--- src/rtl/alu_arbiter.sv ---
// Two-requester arbiter/sequencer for a shared ALU: IDLE -> EXEC -> RESP per operation.
// Define ALU_ARB_FIXED_PRIO_EN for fixed priority (requester 0 wins); default is round-robin.
module alu_arbiter #(
    parameter int unsigned DATA_W = 32,
    parameter int unsigned OP_W   = 3
) (
    input  logic              clk,
    input  logic              reset,
    input  logic              req0_valid,
    output logic              req0_ready,
    input  logic [OP_W-1:0]   req0_op,
    input  logic [DATA_W-1:0] req0_a,
    input  logic [DATA_W-1:0] req0_b,
    input  logic              req1_valid,
    output logic              req1_ready,
    input  logic [OP_W-1:0]   req1_op,
    input  logic [DATA_W-1:0] req1_a,
    input  logic [DATA_W-1:0] req1_b,
    output logic              resp0_valid,
    output logic              resp1_valid,
    output logic [DATA_W-1:0] resp_result,
    output logic              resp_zero,
    output logic [OP_W-1:0]   alu_op,
    output logic [DATA_W-1:0] alu_a,
    output logic [DATA_W-1:0] alu_b,
    input  logic [DATA_W-1:0] alu_result,
    input  logic              alu_zero,
    output logic              busy
);

    localparam logic [1:0] IDLE = 2'd0;
    localparam logic [1:0] EXEC = 2'd1;
    localparam logic [1:0] RESP = 2'd2;

    logic [1:0]        state_q;
    logic [OP_W-1:0]   op_q;
    logic [DATA_W-1:0] a_q;
    logic [DATA_W-1:0] b_q;
    logic              gid_q;
    logic              grant;
    logic              idle;
    logic              accept;
    logic              op_supported;

`ifndef ALU_ARB_FIXED_PRIO_EN
    logic last_grant_q;
`endif

    // grant selects which requester would be accepted if it is valid
    always_comb begin
        grant = 1'b0;
        if (req0_valid && req1_valid) begin
`ifdef ALU_ARB_FIXED_PRIO_EN
            grant = 1'b0;
`else
            grant = ~last_grant_q;
`endif
        end else if (req1_valid) begin
            grant = 1'b1;
        end
    end

    // ready is masked during reset so every output shows its reset value
    assign idle       = (state_q == IDLE) && !reset;
    assign req0_ready = idle && req0_valid && !grant;
    assign req1_ready = idle && req1_valid && grant;
    assign accept     = req0_ready || req1_ready;

    assign op_supported = (op_q <= OP_W'(2));

    always_ff @(posedge clk or posedge reset) begin
        if (reset) begin
            state_q     <= IDLE;
            op_q        <= '0;
            a_q         <= '0;
            b_q         <= '0;
            gid_q       <= 1'b0;
            resp_result <= '0;
            resp_zero   <= 1'b0;
        end else begin
            case (state_q)
                IDLE: begin
                    if (accept) begin
                        op_q    <= grant ? req1_op : req0_op;
                        a_q     <= grant ? req1_a : req0_a;
                        b_q     <= grant ? req1_b : req0_b;
                        gid_q   <= grant;
                        state_q <= EXEC;
                    end
                end
                EXEC: begin
                    resp_result <= op_supported ? alu_result : '0;
                    resp_zero   <= alu_zero;
                    state_q     <= RESP;
                end
                RESP: begin
                    state_q <= IDLE;
                end
                default: begin
                    state_q <= IDLE;
                end
            endcase
        end
    end

`ifndef ALU_ARB_FIXED_PRIO_EN
    always_ff @(posedge clk or posedge reset) begin
        if (reset) begin
            last_grant_q <= 1'b1;
        end else if (accept) begin
            last_grant_q <= grant;
        end
    end
`endif

    // ALU inputs come straight from the capture registers, so they only move on accept
    assign alu_op = op_q;
    assign alu_a  = a_q;
    assign alu_b  = b_q;

    assign resp0_valid = (state_q == RESP) && !gid_q;
    assign resp1_valid = (state_q == RESP) && gid_q;
    assign busy        = (state_q == EXEC) || (state_q == RESP);

endmodule

--- config.mk ---
export PLATFORM = sky130hd
export DESIGN_NAME = alu_arbiter
export DESIGN_NICKNAME = d
export VERILOG_FILES = /design/src/rtl/alu_arbiter.sv
export SDC_FILE = /design/constraint.sdc
export NUM_CORES = 1
export LEC_CHECK = 0
export ABC_CLOCK_PERIOD_IN_PS = 4200
export CAP_MARGIN = 10
export CORE_MARGIN = 4
export CORE_UTILIZATION = 25
export CTS_BUF_LIST = sky130_fd_sc_hd__clkbuf_4
export CTS_CLUSTER_DIAMETER = 100
export DETAILED_ROUTE_END_ITERATION = 8
export PLACE_DENSITY = 0.57
export SYNTH_ARGS = -nofsm -noshare
export SYNTH_HDL_FRONTEND = slang
export SYNTH_SLANG_ARGS = --single-unit
--- constraint.sdc ---
create_clock -name clk -period 4.2 [get_ports clk]
set_input_delay 0.42 -clock clk [delete_from_list [all_inputs] [get_ports clk]]
set_output_delay 0.42 -clock clk [all_outputs]
set_load 0.05 [all_outputs]
==> results of run 1 <==
==> worst paths after layout <==
kind	startpoint	endpoint	slack, ps	cells past startpoint
max in group asynchronous	reset	resp_result[18]	2650	3
min	req0_a[19]	alu_a[19]	460	3
min reg2reg	resp_result[29]	resp_result[29]	530	1
min in group asynchronous	reset	alu_op[2]	580	2
max reg2reg	state_q[0]	alu_a[13]	1790	6
max	state_q[0]	req1_ready	1200	5
==> power by group <==
group	switching [mW]	internal (mW)	total, mW	leakage (nW)
Combinational	2.66	1.61	4.27	1.82
Sequential	0.347	1.50	1.85	1.24
Clock	0.367	0.127	0.495	0.0671
Total	3.37	3.24	6.62	3.12
==> layout make-up <==
class | instances | area, sq um | share of cell area (%)
timing repair buffer | 283 | 2830 | 35.5
sequential | 104 | 2600 | 32.6
multi-input combinational | 257 | 2080 | 26.0
tap | 265 | 332 | 4.15
clock buffer | 9 | 67.6 | 0.846
clock inverter | 7 | 52.6 | 0.658
inverter | 4 | 17.5 | 0.219
==> kinds of logic (layout without fill, tap and decap cells) <==
kind of cell	count (synthesis)	after routing	synth area share [%]
AO/OA/AOI/OAI	172	172	33.2
multiplexers	3	3	0.679
flip-flops	104	104	52.4
buffers and inverters	47	303	6.16
AND/OR/NAND/NOR	77	77	6.39
adder cells (fa/ha/maj)	5	5	1.26
==> critical path: stages, from the launching register on <==
cell and delay (ps):
dfrtp_1 450, inv_1 120, ha_1 250, nand2b_4 200, nor2_1 190, clkdlybuf4s50_1 900
==> synth_stat cells <==
master / number
nor2b_1: 1
buf_2: 17
dfstp_2: 1
inv_1: 4
a211oi_1: 48
mux2_2: 3
o21ai_0: 2
a21o_1: 1
buf_4: 3
dfrtp_1: 103
clkbuf_1: 10
nand3b_1: 1
a22o_1: 32
ha_1: 5
nand2_1: 68
a2bb2oi_1: 47
a21bo_1: 1
a211oi_2: 20
a2bb2oi_2: 20
buf_6: 13
a21boi_4: 1
nand2b_1: 2
nor2_4: 2
nor2_1: 2
and2_1: 1
==> state kept, by name, indices dropped and copies added (netlist names) <==
| name | flops |
|---|---|
| resp_result | 32 |
| gid_q | 1 |
| resp_zero | 1 |
| alu_a | 32 |
| state_q | 2 |
| alu_op | 3 |
| alu_b | 32 |
| last_grant_q | 1 |
==> layout by cell type (no fill, tap or decap), drive strengths merged <==
cell,netlist,routed
buf,33,8
a22o,32,32
dfrtp,103,103
dfstp,1,1
ha,5,5
nor2,4,4
a21boi,1,1
a21o,1,1
a2bb2oi,67,67
clkinvlp,0,1
nand2,68,68
a21bo,1,1
a211oi,68,68
o21ai,2,2
and2,1,1
mux2,3,3
inv,4,7
clkdlybuf4s50,0,275
nand2b,2,2
clkbuf,10,9
clkinv,0,3
nand3b,1,1
nor2b,1,1
==> metal layers <==
layer	track usage, %	up-vias	share of wire [%]
met3	4.89	16	9.1
met5	0	-	0
met2	23.6	207	45
met4	4.62	0	1.5
met1	20.5	2140	44
li1	-	2040	-
==> flow_summary.yaml, run 1 <==
grt:
  antenna_found_initial: 0
  overflow: 0
  grtUsageTotal_pct: 15.3
  grt_pass1_wl_mm: 27.0
  grt_max_degree: 80
  grt_pass1_vias: 4757
clock_tree:
  clock-sinks: 104
  root_buffer: "clkbuf_4"
  post-cts-setup-buffer-count: 0
  tritoncts: "done"
  cts_resized: 0
  cts_buffers: 9
  h-tree-depth: 3
  postCtsHoldBufs: 0
  clk_pin_slew_worst_paths_ps: 190
  clock_latency_ps: 480
  cts_buffer_depth: 2
floorplanning:
  die_area_sq_mm: 0.0222
  fp.dieH_um: 149
  start_util_pct: 25.5
  rows: 51
  die_w_um: 149
  fp.coreArea_sq_mm: 0.0195
  top_level_ports: 276
yosys:
  ys_warn_count: 0
  yosysTopAreaCell: "dfrtp_1"
  syn_area_per_cell_sq_um: 12.2
  yosys.cell_types.count: 25
  yosys-top-cells-area: "dfrtp_1 (52%), a2bb2oi_1 (8.3%), a211oi_1 (7.2%)"
  synth_top_area_share_pct: 51.8
  synth-seq-area-share_pct: 52.4
  synth_area_sq_mm: 0.00497
  syn_inst: 408
  syn-num-nets: 584
  ys_ff_latch: 104
pwr:
  peakVddDrop_uv: 509
  p_leak_nw: 3.12
  power_density_mw_per_mm2: 829
  power_mw: 6.62
final_layout:
  final_cells: 929
  diodes: 0
  final_layout_size_suffix_gt1_share_pct: 11.1
  fin_util_pct: 40.9
  areaGrowthSynthToFinish_pct: 60.5
  stdcell_area_sq_mm: 0.00798
  n_fill_cell: 1928
  nets: 835
place:
  port_buffers: 275
  hpwlAfterDp_mm: 12.4
  place_area_sq_mm: 0.00784
  pre_cts_slack_ps: 1440
  dpl.cell_count: 912
  gp_congestion: 0.754
timing:
  max_freq_ghz: 0.334
  fin_setup_tns_ps: 0
  post-route-min-period_ps: 3000
  fin_crit_sh_pct: 71.3
  layout_setup_ws_ps: 1200
  max_slew_margin_pct: 31.2
  whs_ps: 458
  finalHoldViolCount: 0
  finalMaxSlewViolations: 0
  rsz0062_at_grt: "false"
  setup_viol_count_final: 0
  worst_pin_slew_ps: 1030
  fin_worst_skew_ps: 35.3
run_status:
  outcome: "complete, no violations"
worst_setup_path:
  crit_arrival_ps: 2580
  cp-end-kind: "output port"
  crit_fanout: 23
  critPathKind: "register to output port"
  cp.required_ps: 3780
  startpoint_type: "register"
hold_path:
  holdCritPathClass: "primary input to register"
run:
  cap_violations: 0
drt:
  dr.pass1.iters: 4
  viasPerCell: 4.74
  drcViolationCount: 0
  wl_per_cell_um: 18.6
  vias: 4403
  drtIter0Drc: 159
  wl_mm: 17.3
  ant_nets: 0
Note: power is estimated with default switching activity, not from simulation.
==> run 2, diff against run 1 <==
--- a/config.mk
+++ b/config.mk
@@ -5,7 +5,7 @@
 export SDC_FILE = /design/constraint.sdc
 export NUM_CORES = 1
 export LEC_CHECK = 0
-export ABC_CLOCK_PERIOD_IN_PS = 4200
+export ABC_CLOCK_PERIOD_IN_PS = 2800
 export CAP_MARGIN = 10
 export CORE_MARGIN = 4
 export CORE_UTILIZATION = 25
==> constraint.sdc (replaced) <==
create_clock -name clk -period 2.8 [get_ports clk]
set_input_delay 0.28 -clock clk [delete_from_list [all_inputs] [get_ports clk]]
set_output_delay 0.28 -clock clk [all_outputs]
set_load 0.05 [all_outputs]
==> run 2 against run 1 <==
Utilization increased by 0.44 points. Clock power up 77%. Total power rose by 52%. Clock skew is 9.0 ps lower. Via count up 2.3%. Setup slack got worse by 810 ps. Largest power group unchanged.
==> flow_summary.yaml, run 2 (same netlist as run 1, synthesis figures left out) <==
floorplanning:
  die_area_sq_mm: 0.0222
  top_level_ports: 276
  fp.dieH_um: 149
  die_w_um: 149
  start_util_pct: 25.5
  rows: 51
  fp.coreArea_sq_mm: 0.0195
clock_tree:
  clock_latency_ps: 460
  post-cts-setup-buffer-count: 0
  cts_buffer_depth: 2
  clock-sinks: 104
  clk_pin_slew_worst_paths_ps: 150
  tritoncts: "done"
  cts_resized: 0
  root_buffer: "clkbuf_4"
  h-tree-depth: 3
  postCtsHoldBufs: 0
  cts_buffers: 9
timing:
  setup_viol_count_final: 0
  whs_ps: 271
  fin_setup_tns_ps: 0
  max_slew_margin_pct: 55.6
  post-route-min-period_ps: 2410
  worst_pin_slew_ps: 667
  finalHoldViolCount: 0
  finalMaxSlewViolations: 0
  max_freq_ghz: 0.415
  fin_crit_sh_pct: 86.0
  fin_worst_skew_ps: 26.3
  rsz0062_at_grt: "false"
grt:
  grt_pass1_vias: 4825
  grt_pass1_wl_mm: 27.2
  overflow: 0
  grt_max_degree: 48
  antenna_found_initial: 0
  grtUsageTotal_pct: 15.4
place:
  dpl.cell_count: 916
  hpwlAfterDp_mm: 12.7
  gp_congestion: 0.758
  port_buffers: 275
worst_setup_path:
  crit_fanout: 4
  cpLargestDelayFamily: "buffers and inverters"
  rr_startpoint: "state_q[1]"
  crit_arrival_ps: 2130
  startpoint_type: "register"
  path_cells: "inv_1, ha_1, nor2b_1, clkdlybuf4s50_1"
  cp.required_ps: 2520
  critPathMaxStageDelay_ps: 860
  startpoint: "state_q[0]"
  critPathKind: "register to output port"
  crit_slowest_cell: "clkdlybuf4s50_1"
  cp-end-kind: "output port"
  critPathBufInv: 2
drt:
  drcViolationCount: 0
  drtIter0Drc: 207
  ant_nets: 0
  wl_mm: 17.5
  wl_per_cell_um: 18.8
  vias: 4506
  viasPerCell: 4.84
  dr.pass1.iters: 4
final_layout:
  n_fill_cell: 1896
  final_layout_size_suffix_gt1_share_pct: 11.7
  final_cell_mix: "clkdlybuf4s50_1 (273), dfrtp_1 (103), nand2_1 (68)"
  fin_util_pct: 41.3
  diodes: 0
  final_cells: 931
  nets: 838
  areaGrowthSynthToFinish_pct: 62.2
  layout_commonest_cell: "clkdlybuf4s50_1"
run:
  cap_violations: 0
pwr:
  power_density_mw_per_mm2: 1250
  power_mw: 10.1
  peakVddDrop_uv: 638
  p_leak_nw: 3.16
hold_path:
  holdCritPathClass: "primary input to asynchronous set/reset pin"
run_status:
  outcome: "complete, no violations"
run 2: cell count changes in the layout (fill, tap and decap cells not counted), sizes merged:
cell | before | now
inv | 7 | 4
clkinvlp | 1 | 2
clkbuf | 9 | 10
bufinv | 0 | 2
clkinv | 3 | 1
buf | 8 | 13
clkdlybuf4s50 | 275 | 273
run 2: final cells by class:
| class | instances | area [sq um] | share of cell area, % |
|---|---|---|---|
| multi-input cells | 257 | 2080 | 25.8 |
| clock buffers | 10 | 75.1 | 0.930 |
| repair buffers | 286 | 2880 | 35.7 |
| clock inverters | 5 | 81.3 | 1.01 |
| flip-flops and latches | 104 | 2600 | 32.3 |
| inverters | 4 | 18.8 | 0.233 |
| well taps | 265 | 332 | 4.11 |
run 2: per-layer routing:
metal,wire [um],GRT usage [%]
met5,0,0
met4,371,5.17
met3,1560,5.32
met2,8030,24.3
met1,7530,19.8
run 2: path summary, 6_finish.rpt:
path	endpoint	slack, ps	depth (start not counted)
max	resp0_valid	390	4
min	alu_op[2]	270	2
max reg2reg	alu_a[6]	570	6
min reg2reg	resp_result[12]	520	1
max in group asynchronous	resp_result[27]	1670	3
min in group clk	alu_a[12]	340	3
run 2: power by group:
group          leakage (nW)  internal [mW]  switching (mW)
Combinational          1.84           2.44            4.00
Sequential             1.24           2.25           0.511
Clock                0.0829          0.370           0.506
Total                  3.16           5.06            5.02
run 2: per-stage QoR:
stage | setup WS (ps) | area [sq um]
final | 393 | 8070
after global routing | 249 | 8070
after CTS | 293 | 8070
after detailed placement | 391 | 7910
after global placement | 471 | 7910
after floorplan | 861 | 4980
==> RTL change 1: new RTL, config.mk and constraints of run 1 <==
The option `ALU_ARB_FIXED_PRIO_EN` is turned on by a define.
--- a/src/rtl/alu_arbiter.sv
+++ b/src/rtl/alu_arbiter.sv
@@ -1,4 +1,6 @@
 // Two-requester arbiter/sequencer for a shared ALU: IDLE -> EXEC -> RESP per operation.
 // Define ALU_ARB_FIXED_PRIO_EN for fixed priority (requester 0 wins); default is round-robin.
+`define ALU_ARB_FIXED_PRIO_EN
+
 module alu_arbiter #(
     parameter int unsigned DATA_W = 32,
Check against the original RTL: not equivalent (a bounded check fails within 4 cycles, from zero or initial values and one cycle with reset high).
==> RTL change 1 against run 1 <==
  * Critical path depth did not move
  * Non-clock buffer count shrank 3
  * Routed wire length is 17% lower
  * Setup slack gained 0.022 ns
  * Total power down 3.8%
  * Sequential cell count shrank 1
  * First-iteration DRC count down 60%
  * Clock power rose by 10%
  * Area after synthesis fell by 2.8%
  * Combinational power decreased by 5.2%
  * Cell area unchanged
  * Highest routed layer unchanged
==> RTL change 1: results (changes against run 1) <==
met3 Use GR=4.60% (-0.30 points); fillers=1766 (-8.4%); Num CTS Buffers=9 (unchanged); synth cell count leaders=dfrtp_1, mux2_2, mux2_4; slew margin rel.=21.2% (-9.9 points); reg2reg path depth=5 (-1); CP Data Arrival Time=2.55 ns (-0.03 ns); r2r setup slk=1.60 ns (-0.19 ns); Worst Clk Skew=0.0192 ns (-0.0162 ns); worst skew pair latency=0.45 ns (-0.03 ns); pin count of the biggest net entering global routing=68 (-15%); GR met2 Demand/Resource=21.3% (-2.3 points); Hold WS=0.426 ns (-0.0319 ns); PortBufs=275 (unchanged); routed wire length per instance=16.8 um (-9.6%); Hold Crit Class=input port to async pin; vias in the first global route=3975 (-16%); Final GP Congestion=0.747 (-0.99%); Post-DP Area=7820 um2 (-0.16%); status=completed; pre-CTS setup slack=1.32 ns (-0.120 ns); share of post-route cells with drive strength above 1=27.5% (+16 points); met1 Use GR=15.9% (-4.6 points); sequential share of the synthesized area=53.3% (+0.96 points); synth top area cells=dfrtp_1, mux2_2, mux2_4; CP Max Fanout=4 (-83%); via count=3568 (-19%); worst r2r dst=alu_b[6]; cells after synthesis=314 (-23%); final instance count without filler cells=849 (-8.6%); cell total after placement=832 (-8.8%); Pleak=3.28 nW (+4.9%); gr usage total=13.0% (-2.3 points); placed wire-length estimate=10900 um (-13%); Syn Nets=490 (-16%); # nets final=760 (-9.0%); Peak VDD IR=0.486 mV (-4.5%); clock slew seen by the registers of the worst setup and hold paths=0.17 ns (-0.02 ns); Cell variety after synth=18 (-28%); Initial DRC Count=64 (-60%); first-pass GRT wire length=22300 um (-17%)
## RTL change 1: changes by cell type after synthesis, sizes merged, moves of 7 or more
cell,before,now
mux2,3,137
nand2,68,0
a211oi,68,1
a2bb2oi,67,0
buf,33,18
clkbuf,10,3
## RTL change 1: kinds of logic after synthesis
family	share of synthesized area [%]
mux	34.9
flops	53.3
simple gates	1.24
buf+inv	3.13
fa+ha+maj	1.29
compound gates	6.16
## RTL change 1: worst max-delay path, cell delays in order, from the launching register on
cell,delay [ns]
dfrtp_1,0.45
inv_1,0.12
ha_1,0.17
nor2b_1,0.29
and2_1,0.24
clkdlybuf4s50_1,0.83
## RTL change 1: worst max-delay path by stage
stage	end	slack [ns]	depth (start not counted)	startpoint
after floorplan	alu_a[0]	1.08	1	reset
after global placement	req1_ready	1.35	4	req1_valid
after detailed placement	resp_result[22]	1.32	5	state_q[1]
after CTS	req1_ready	1.11	5	state_q[0]
after global routing	req1_ready	0.99	5	state_q[0]
final	req1_ready	1.23	5	state_q[0]
## RTL change 1: layout make-up
type,instances,area [um2],area share [%]
repair buffers,280,2800,35.0
flip-flops and latches,103,2580,32.3
multi-input cells,186,2120,26.6
well taps,260,325,4.07
clock inverters,7,77.6,0.972
clock buffers,9,67.6,0.846
inverters,4,17.5,0.219
## RTL change 1: where the power goes
| group | leakage (nW) | internal, W | switching [W] | total (W) |
|---|---|---|---|---|
| clock | 0.0773 | 0.000188 | 0.000356 | 0.000545 |
| combinational | 1.94 | 0.00157 | 0.00248 | 0.00405 |
| sequential | 1.26 | 0.00148 | 0.000282 | 0.00177 |
## RTL change 1: layer usage
layer	vias up	share of wire, %
met5	-	0
met4	0	2.2
met3	18	8.3
met2	164	48
met1	1707	41
li1	1679	-
==> RTL change 2: new RTL, settings of run 1 <==
Made on the original files. Make the reset (`reset`) synchronous in 2 clocked blocks.
--- a/src/rtl/alu_arbiter.sv
+++ b/src/rtl/alu_arbiter.sv
@@ -69,5 +69,5 @@
     assign op_supported = (op_q <= OP_W'(2));
 
-    always_ff @(posedge clk or posedge reset) begin
+    always_ff @(posedge clk) begin
         if (reset) begin
             state_q     <= IDLE;
@@ -105,5 +105,5 @@
 
 `ifndef ALU_ARB_FIXED_PRIO_EN
-    always_ff @(posedge clk or posedge reset) begin
+    always_ff @(posedge clk) begin
         if (reset) begin
             last_grant_q <= 1'b1;
Formal check against the unedited RTL: differs if reset is asserted again (counterexample within 4 cycles, from zero or initial values and one cycle with reset high); with reset held inactive, the same outputs for 10 cycles.
==> RTL change 2 against run 1 <==
  * Sequential share of layout area decreased by 5.1 points
  * Area after synthesis decreased by 7.5%
  * Sequential cell count unchanged
  * Largest cell class unchanged
  * Cell area decreased by 5.4%
  * Highest routed layer unchanged
  * Setup slack improved by 0.20 ns
  * Global-route usage increased by 0.82 points
  * Hold slack improved by 0.027 ns
  * Final cell count increased by 7.1%
  * Routed wire length increased by 0.80%
Power is not compared: it rests on default switching activity, and its combinational part moved more than twofold at a synthesized area within 25%.
==> RTL change 2: results (changes against run 1) <==
vias in the first global route=5082 (+6.8%); placed wire-length estimate=12000 um (-3.7%); via/cell ratio=4.97 (+4.8%); Hold Crit Start=reset; Avg Cell Area, Syn=8.71 um2 (-29%); gr usage total=16.1% (+0.82 points); Peak VDD IR=0.153 mV; post-cts repair resize count=0 (unchanged); metal3 WL=1790 um (+13%); Routed met1 length=6820 um (-11%); worst hold path endpoint=resp_result[6]; sequential share of the synthesized area=45.3% (-7.1 points); routed wire length per instance=17.5 um (-5.9%); pin count of the biggest net entering global routing=69 (-14%); FFs w/ async S/R, synth=0% (-100 points); Worst Clk Skew=0.0182 ns (-0.0171 ns); Adder-Cell Fraction of Synth Area=1.36% (+0.10 points); Initial DRC Count=184 (+16%); Crit Path Class=flip-flop to output port; routed wire length on met2=8630 um (+10%); # nets final=936 (+12%); PortBufs=275 (unchanged); Final GP Congestion=0.819 (+8.6%); clock slew seen by the registers of the worst setup and hold paths=0.17 ns (-0.02 ns); via count=4942 (+12%); share of post-route cells with drive strength above 1=7.71% (-3.4 points); r2r setup slk=2.07 ns (+0.28 ns); worst r2r dst=alu_b[7]; first-pass GRT wire length=26400 um (-2.1%); largest stage delay on the critical path=0.85 ns (-0.05 ns); pre-CTS setup slack=1.56 ns (+0.119 ns); Syn Nets=704 (+21%); mux contribution to synthesized area=0.653% (-0.026 points); CP Data Arrival Time=2.37 ns (-0.21 ns); synth cell count leaders=nand2_1, dfxtp_1, a21oi_1; CP Max Fanout=5 (-78%); root buffer cell=clkbuf_4; status=completed; Setup crit end=req0_ready; fmax=358 MHz (+7.3%); Post-DP Area=7420 um2 (-5.3%); synth top area cells=dfxtp_1, nand2_1, a311oi_2; Hold Path Stages=2 (-1); Synth Area in Compound Gates=31.0% (-2.1 points); slew margin rel.=27.6% (-3.6 points); initial antenna violation count=1 (+1); reg2reg start=state_q[1]; Hold WS=0.485 ns (+0.0270 ns); fillers=1821 (-5.5%); cell total after placement=977 (+7.1%); top_reg_cell synth=dfxtp_1; core area=18000 um2 (-7.7%)
## RTL change 2: metal layers
metal  up-vias  global-route usage [%]
met5         -                       0
met2       208                    28.6
met3        10                    6.09
met4         0                    4.06
met1      2345                    18.1
li1       2379                       -
## RTL change 2: worst register-to-register path, stage by stage, from the launching register on
cell,delay [ns]
dfxtp_1,0.36
inv_1,0.12
ha_1,0.25
nor2b_4,0.18
buf_4,0.61
a21oi_1,0.24
a311oi_1,0.28
## RTL change 2: power breakdown
group          switching, W  internal [W]  leakage (nW)
registers         0.0000594       0.00109         0.855
logic              0.000714      0.000453          1.73
clock network      0.000362      0.000128        0.0646
## RTL change 2: final cells by class
type / count / area, um2 / share of cell area [%]
Inverter: 3 / 11.3 / 0.149
Timing Repair Buffer: 281 / 2800 / 37.1
Clock buffer: 9 / 67.6 / 0.894
Antenna cell: 1 / 2.50 / 0.0331
Clock inverter: 7 / 53.8 / 0.712
Multi-Input combinational cell: 361 / 2250 / 29.8
Tap cell: 229 / 287 / 3.79
Sequential cell: 104 / 2080 / 27.6
